### src/rtl/cmul_pkg.sv
// rtl/cmul_pkg.sv - shared widths, state encoding and product helper for the complex multiply sequencer
package cmul_pkg;

    localparam int OPW = 4;
    localparam int PW  = 2 * OPW;

    typedef enum logic [2:0] {
        ST_IDLE = 3'd0,
        ST_MUL  = 3'd1,
        ST_SUB  = 3'd2,
        ST_ADD  = 3'd3,
        ST_OUT  = 3'd4
    } state_e;

    // Signed OPWxOPW product, sign-extended to PW bits.
    function automatic logic [PW-1:0] smul(input logic [OPW-1:0] a, input logic [OPW-1:0] b);
        logic signed [PW-1:0] ae;
        logic signed [PW-1:0] be;
        ae = PW'($signed(a));
        be = PW'($signed(b));
        return ae * be;
    endfunction

endpackage

### src/rtl/cmul_seq_ctrl_if.sv
// rtl/cmul_seq_ctrl_if.sv - operand/result handshake bundle between source, sequencer and consumer
interface cmul_seq_ctrl_if;
    import cmul_pkg::*;

    logic           in_valid;
    logic           in_ready;
    logic [OPW-1:0] ar;
    logic [OPW-1:0] ai;
    logic [OPW-1:0] br;
    logic [OPW-1:0] bi;
    logic           out_valid;
    logic           out_ready;
    logic [PW-1:0]  re;
    logic [PW-1:0]  im;
    logic           re_ovf;
    logic           im_ovf;
    logic           busy;

    modport master (
        output in_valid, ar, ai, br, bi, out_ready,
        input  in_ready, out_valid, re, im, re_ovf, im_ovf, busy
    );

    modport slave (
        input  in_valid, ar, ai, br, bi, out_ready,
        output in_ready, out_valid, re, im, re_ovf, im_ovf, busy
    );

endinterface

### src/rtl/AdderAndSubtractor_8bit.sv
// rtl/AdderAndSubtractor_8bit.sv - 8-bit two's complement adder/subtractor with signed overflow flag
module AdderAndSubtractor_8bit (
    input  logic [7:0] a_i,
    input  logic [7:0] b_i,
    input  logic       add_bar_sub_i,
    output logic [7:0] res_o,
    output logic       cout_o,
    output logic       ovf_o
);

    logic [7:0] b_x;

    // Subtract as A + ~B + 1; overflow judged against the inverted operand.
    assign b_x             = b_i ^ {8{add_bar_sub_i}};
    assign {cout_o, res_o} = {1'b0, a_i} + {1'b0, b_x} + {8'b0, add_bar_sub_i};
    assign ovf_o           = (a_i[7] == b_x[7]) & (res_o[7] != a_i[7]);

endmodule

### src/rtl/cmul_seq_ctrl.sv
// rtl/cmul_seq_ctrl.sv - sequencer for a 4-bit signed complex multiply using one shared add/sub unit
module cmul_seq_ctrl
    import cmul_pkg::*;
(
    input  logic           clk,
    input  logic           rst_n,
    cmul_seq_ctrl_if.slave bus
);

    state_e         state_q;
    logic [OPW-1:0] ar_q, ai_q, br_q, bi_q;
    logic [PW-1:0]  pac_q, pbd_q, pad_q, pbc_q;
    logic [PW-1:0]  re_q, im_q;
    logic           re_ovf_q, im_ovf_q;
    logic           out_valid_q, busy_q;

    logic [PW-1:0]  add_a, add_b, add_res;
    logic           add_sub, add_ovf, adder_cout_unused;

    // Only SUB subtracts; every other state presents the im operands with add selected.
    assign add_sub = (state_q == ST_SUB);
    assign add_a   = add_sub ? pac_q : pad_q;
    assign add_b   = add_sub ? pbd_q : pbc_q;

    AdderAndSubtractor_8bit u_addsub (
        .a_i           (add_a),
        .b_i           (add_b),
        .add_bar_sub_i (add_sub),
        .res_o         (add_res),
        .cout_o        (adder_cout_unused),
        .ovf_o         (add_ovf)
    );

    always_ff @(posedge clk or negedge rst_n) begin
        if (!rst_n) begin
            state_q     <= ST_IDLE;
            ar_q        <= '0;
            ai_q        <= '0;
            br_q        <= '0;
            bi_q        <= '0;
            pac_q       <= '0;
            pbd_q       <= '0;
            pad_q       <= '0;
            pbc_q       <= '0;
            re_q        <= '0;
            im_q        <= '0;
            re_ovf_q    <= 1'b0;
            im_ovf_q    <= 1'b0;
            out_valid_q <= 1'b0;
            busy_q      <= 1'b0;
        end else begin
            case (state_q)
                ST_IDLE: begin
                    if (bus.in_valid) begin
                        ar_q    <= bus.ar;
                        ai_q    <= bus.ai;
                        br_q    <= bus.br;
                        bi_q    <= bus.bi;
                        busy_q  <= 1'b1;
                        state_q <= ST_MUL;
                    end
                end
                ST_MUL: begin
                    pac_q   <= smul(ar_q, br_q);
                    pbd_q   <= smul(ai_q, bi_q);
                    pad_q   <= smul(ar_q, bi_q);
                    pbc_q   <= smul(ai_q, br_q);
                    state_q <= ST_SUB;
                end
                ST_SUB: begin
                    re_q     <= add_res;
                    re_ovf_q <= add_ovf;
                    state_q  <= ST_ADD;
                end
                ST_ADD: begin
                    im_q        <= add_res;
                    im_ovf_q    <= add_ovf;
                    out_valid_q <= 1'b1;
                    state_q     <= ST_OUT;
                end
                ST_OUT: begin
                    if (bus.out_ready) begin
                        out_valid_q <= 1'b0;
                        busy_q      <= 1'b0;
                        state_q     <= ST_IDLE;
                    end
                end
                default: begin
                    out_valid_q <= 1'b0;
                    busy_q      <= 1'b0;
                    state_q     <= ST_IDLE;
                end
            endcase
        end
    end

    assign bus.in_ready  = (state_q == ST_IDLE);
    assign bus.out_valid = out_valid_q;
    assign bus.re        = re_q;
    assign bus.im        = im_q;
    assign bus.re_ovf    = re_ovf_q;
    assign bus.im_ovf    = im_ovf_q;
    assign bus.busy      = busy_q;

endmodule

### src/flat_wrapper.sv
// flat-port wrapper written by rule: the top's interface ports become plain ports
module cmul_seq_ctrl_flat import cmul_pkg::*;
  (clk, rst_n, bus_in_valid, bus_ar, bus_ai, bus_br, bus_bi, bus_out_ready, bus_in_ready, bus_out_valid, bus_re, bus_im, bus_re_ovf, bus_im_ovf, bus_busy);
  cmul_seq_ctrl_if bus_i ();
  input  logic clk;
  input  logic rst_n;
  input wire logic [$bits(bus_i.in_valid)-1:0] bus_in_valid;
  input wire logic [$bits(bus_i.ar)-1:0] bus_ar;
  input wire logic [$bits(bus_i.ai)-1:0] bus_ai;
  input wire logic [$bits(bus_i.br)-1:0] bus_br;
  input wire logic [$bits(bus_i.bi)-1:0] bus_bi;
  input wire logic [$bits(bus_i.out_ready)-1:0] bus_out_ready;
  output wire logic [$bits(bus_i.in_ready)-1:0] bus_in_ready;
  output wire logic [$bits(bus_i.out_valid)-1:0] bus_out_valid;
  output wire logic [$bits(bus_i.re)-1:0] bus_re;
  output wire logic [$bits(bus_i.im)-1:0] bus_im;
  output wire logic [$bits(bus_i.re_ovf)-1:0] bus_re_ovf;
  output wire logic [$bits(bus_i.im_ovf)-1:0] bus_im_ovf;
  output wire logic [$bits(bus_i.busy)-1:0] bus_busy;
  assign bus_i.in_valid = bus_in_valid;
  assign bus_i.ar = bus_ar;
  assign bus_i.ai = bus_ai;
  assign bus_i.br = bus_br;
  assign bus_i.bi = bus_bi;
  assign bus_i.out_ready = bus_out_ready;
  assign bus_in_ready = bus_i.in_ready;
  assign bus_out_valid = bus_i.out_valid;
  assign bus_re = bus_i.re;
  assign bus_im = bus_i.im;
  assign bus_re_ovf = bus_i.re_ovf;
  assign bus_im_ovf = bus_i.im_ovf;
  assign bus_busy = bus_i.busy;
  cmul_seq_ctrl u_core (.clk(clk), .rst_n(rst_n), .bus(bus_i));
endmodule
### config.mk
export PLATFORM = sky130hd
export DESIGN_NAME = cmul_seq_ctrl_flat
export DESIGN_NICKNAME = d
export VERILOG_FILES = /design/src/rtl/cmul_pkg.sv /design/src/rtl/cmul_seq_ctrl_if.sv /design/src/rtl/AdderAndSubtractor_8bit.sv /design/src/rtl/cmul_seq_ctrl.sv /design/src/flat_wrapper.sv
export SDC_FILE = /design/constraint.sdc
export NUM_CORES = 1
export LEC_CHECK = 0
export ABC_AREA = 1
export CORE_MARGIN = 4
export CORE_UTILIZATION = 55
export DETAILED_ROUTE_END_ITERATION = 16
export PLACE_DENSITY = 0.84
export SYNTH_ARGS = -nofsm -noshare
export SYNTH_HDL_FRONTEND = slang
export SYNTH_HIERARCHICAL = 1
export SYNTH_SLANG_ARGS = --single-unit
### constraint.sdc
create_clock -name clk -period 3.1 [get_ports clk]
set_input_delay 0.31 -clock clk [delete_from_list [all_inputs] [get_ports clk]]
set_output_delay 0.31 -clock clk [all_outputs]
set_load 0.02 [all_outputs]
After elaboration in Yosys (flattened, before gate mapping)

Index checks and enable logic that the tools add are counted.

Multiplexer cells: 9
Add/sub/neg operators: 2
Bitwise logic cells: 4
Multiply operators: 4
Equal/unequal tests: 8
Reductions and logical operators: 7

Operators with widths:

| cell                                          | number |
|---|---|
| multiplier 4 x 4 -> 8 bit                     | 4 |
| two-way mux 8 bit                             | 2 |
| one-hot mux 3 bit (5 select lines)            | 1 |
| adder 8 x 1 -> 8 bit                          | 1 |
| adder 8 bit                                   | 1 |
| XOR 8 bit                                     | 1 |
| == test 3 x 2 -> 1 bit, second input constant | 2 |
| two-way mux 3 bit                             | 2 |
| one-hot mux 1 bit (3 select lines)            | 2 |
| AND reduction 2 bit                           | 3 |
| OR reduction 3 bit                            | 2 |
| inequality test 2 bit, second input constant  | 2 |
| == test 3 x 1 -> 1 bit, second input constant | 1 |
| == test 3 bit, second input constant          | 1 |
| logical NOT 3 bit                             | 1 |
| AND reduction 3 bit                           | 1 |
| two-way mux 1 bit                             | 2 |
| inverter 1 bit                                | 2 |
| bitwise AND 1 bit                             | 1 |
| == test 1 bit                                 | 1 |
| inequality test 1 bit                         | 1 |

Logic and storage cells: 49
Register bits: 71

Logic depth before layout (Yosys ltp)

Depth after elaboration: 7
Gate-level depth with buffers: 21

By module

The synthesis kept the hierarchy.

Modules (own cells, without submodules):

| module                  | area an instance (um2) | instances | cells each |
|---|---|---|---|
| cmul_seq_ctrl           | 5365.1                 | 1         | 669 |
| AdderAndSubtractor_8bit | 490.5                  | 1         | 70 |

Least setup slack after synthesis

OpenSTA, ideal clock, no wires.

Path type: reg-to-reg
From: register u_core.ai_q[1]
To: register u_core.pbd_q[7]
Path buffers: 1
Period minus slack after synthesis: 3.348 ns
Slack: -0.248 ns
Data arrival time: 3.230 ns
Setup time: 0.117 ns
Cell stages (with the launch flop): 18
Cells stage by stage: dfrtp_1 > clkbuf_1 > nand2_1 > fa_1 > inv_1 > fa_1 > fa_1 > ha_1 > inv_1 > fa_1 > inv_1 > nand3_1 > nand2_1 > nand2_1 > nand2_1 > nand2_1 > nand3_1 > nand2_1

Word-level cells in the longest chain between the ends: 1

RTL lines:

| item                      | RTL line            | source |
|---|---|---|
| start: declaration        | cmul_seq_ctrl.sv:11 | `logic [OPW-1:0] ar_q, ai_q, br_q, bi_q;` |
| start signal: assignment  | cmul_seq_ctrl.sv:56 | `ai_q <= bus.ai;` |
| multiplier 4 x 4 -> 8 bit | cmul_pkg.sv:21      | `return ae * be;` |
| end signal: assignment    | cmul_seq_ctrl.sv:65 | `pbd_q <= smul(ai_q, bi_q);` |
| end: declaration          | cmul_seq_ctrl.sv:12 | `logic [PW-1:0] pac_q, pbd_q, pad_q, pbc_q;` |

Every way passes these cells.
A chain may end at the register's enable or synchronous reset.

Worst setup path in the final report

From: register u_core.ar_q[1]
To: register u_core.pad_q[7]

Word-level cells in the longest chain between the ends: 1

RTL lines:

| item                      | RTL line            | source |
|---|---|---|
| start: declaration        | cmul_seq_ctrl.sv:11 |  |
| start signal: assignment  | cmul_seq_ctrl.sv:55 | `ar_q <= bus.ar;` |
| multiplier 4 x 4 -> 8 bit | cmul_pkg.sv:21      |  |
| end signal: assignment    | cmul_seq_ctrl.sv:66 | `pad_q <= smul(ar_q, bi_q);` |
| end: declaration          | cmul_seq_ctrl.sv:12 |  |

Every way passes these cells.

==> results.yml <==
run_status:
  status: "finished, violations left"
  violations: "negative setup slack"
floorplanning:
  core_um2: 10320
  die-area_um2: 12320
  start_util_pct: 56.51
  die_y_um: 111.0
  die_w_um: 111.0
  io_pins: 41
  rows: 37
timing:
  finalSetupTns_ns: -1.293
  worstMarginPinSlew_ns: 0.6608
  drv_slew: 0
  skew_ns: 0.02123
  rsz0062_at_grt: "true"
  finalCriticalPeriod_ns: 3.346
  max_freq_ghz: 0.2989
  setup_viol: 9
  final.setup.worst_slack_ns: -0.2460
  final_hold_viol_count: 0
  maxSlewHeadroom_pct: 55.95
  fin_crit_sh_pct: 107.9
grt:
  grt_usage_pct: 22.01
  grt_max_degree: 31
  grt_pass1_vias: 5017
  grt_overflow: 0
  grt_first_pass_wirelength_um: 22420
  grt_antenna_before_repair: 0
cts:
  clock-sinks: 71
  insertion_delay_ns: 0.36
  clk_pin_slew_ns: 0.08
  cts_tree: "built"
  cts_buffers: 9
  htreeDepth: 3
  ctsRootBufferMaster: "clkbuf_8"
  clockBufferDepth: 2
placed_design:
  preCtsSetupSlack_ns: -0.1796
  place_congestion: 0.8823
  io_buffers: 40
  dpl.hpwl_um: 9818
  placed_area_um2: 6709
routing:
  drt-initial-drc-count: 386
  drt_first_pass_iters: 5
  postRouteAntennaNets: 0
  drc: 0
  wl_per_cell_um: 14.52
  num_vias: 5048
  vias_per_cell: 5.226
  wirelength_um: 14020
logic_synthesis:
  yosysWarnings: 6
  synthCells: 735
  synth_area_um2: 5834
  avgSynthCellArea_um2: 7.938
  syn_nets: 847
cells_and_area:
  nFillCells: 711
  synthToLayoutAreaGrowth_pct: 24.90
  nets: 938
  final_design_area_no_fill_um2: 7287
  n_antenna_cell: 0
  layout-drive-gt1-share_pct: 22.77
critical_path:
  start_kind: "flip-flop"
  critical_path_peak_fanout: 4
  worstPathArrival_ns: 3.59
  crit_type: "flip-flop to flip-flop"
  critPathRequiredTime_ns: 3.35
  end_kind: "flip-flop"
hold_path:
  hp-class: "flip-flop to flip-flop"
flow_run:
  cap_viol_max_count: 0
worst paths after layout:
check / slack (ns) / depth (start not counted) / startpoint / end
max in group asynchronous: 1.82 / 3 / rst_n / u_core/pbc_q[5]$_DFFE_PN0P_
setup reg to reg: -0.25 / 17 / u_core/ar_q[1]$_DFFE_PN0P_ / u_core/pad_q[7]$_DFFE_PN0P_
hold reg to reg: 0.49 / 2 / u_core/bus.re[7]$_DFFE_PN0P_ / u_core/bus.re[7]$_DFFE_PN0P_
min in group asynchronous: 0.52 / 2 / rst_n / u_core/ai_q[0]$_DFFE_PN0P_
hold / removal: 0.49 / 2 / u_core/bus.re[7]$_DFFE_PN0P_ / u_core/bus.re[7]$_DFFE_PN0P_
setup / recovery: -0.25 / 17 / u_core/ar_q[1]$_DFFE_PN0P_ / u_core/pad_q[7]$_DFFE_PN0P_
cells in the final DEF (no fill, tap or decap), types with 2 or more instances in the layout:
cell             count
a21oi_1             10
a21oi_2              5
buf_4               60
buf_6                6
clkbuf_8             9
clkdlybuf4s50_1     39
clkinv_2             3
clkinvlp_4           2
dfrtp_1             62
dfrtp_2              9
fa_1                33
fa_2                 4
ha_1                36
ha_2                 4
ha_4                15
inv_1              111
inv_2               17
mux2_4              11
nand2_1            237
nand2_2             16
nand2_4              8
nand3_1             19
nand3_2              4
nand4_1              3
nor2_1              29
nor2_2               5
o21ai_0             24
o21ai_1             15
or2_2                3
xnor2_1              4
xor2_1              15
xor2_2               2
flip-flops by register name, summed over array words and instances, names as in the netlist, 8 cells and up:
register,count
u_core/pbc_q,8
u_core/bus.im,8
u_core/pad_q,8
u_core/bus.re,8
u_core/pac_q,8
u_core/pbd_q,8
routing by layer:
metal	track usage, %	share of wire [%]	routed length [µm]
met2	39.44	51	7158
met5	0	0	0
met4	8.210	3.8	534
met1	26.57	40	5560
met3	3.548	5.5	770
area by class of cell:
type | count | area, µm² | share of cell area [%]
clock buffer | 9 | 123.9 | 1.700
clock inverter | 6 | 38.79 | 0.5323
inverter | 128 | 480.5 | 6.593
multi-input combinational | 508 | 3742 | 51.36
sequential | 71 | 1788 | 24.54
tap | 136 | 170.2 | 2.335
timing repair buffer | 108 | 943.4 | 12.95
critical path, cell delays in order, from the launching register on:
cell and delay (ns):
dfrtp_1 0.43, buf_4 0.16, nand2_2 0.07, fa_1 0.44, fa_1 0.50, inv_1 0.05
fa_1 0.48, ha_2 0.20, inv_2 0.04, fa_2 0.35, inv_1 0.07, nand3_1 0.08
nand2_1 0.07, nand2_1 0.06, nand2_1 0.06, nand2_1 0.04, nand3_1 0.08, nand2_1 0.06
through the flow:
| step | instances | hold slack [ns] | util [%] |
|---|---|---|---|
| after global placement | 937 | 0.3594 | 64.99 |
| after CTS | 960 | 0.4892 | 68.36 |
| after detailed placement | 937 | 0.3753 | 64.99 |
| final | 966 | 0.4910 | 70.59 |
| after global routing | 966 | 0.5120 | 70.59 |
| after floorplan | 735 | 0.01441 | - |
repair_timing:
action / CTS / global route
buffers inserted: 7 / 6
endpoints found under the hold margin: 15 / 0
endpoints found under the setup margin: 13 / 16
gates resized for setup: 24 / 42
hold buffers: 1 / 0
pin swaps: 8 / 24
Power is not shown: default switching activity piles up to over one toggle a cycle in this logic, so the estimate is an artifact.
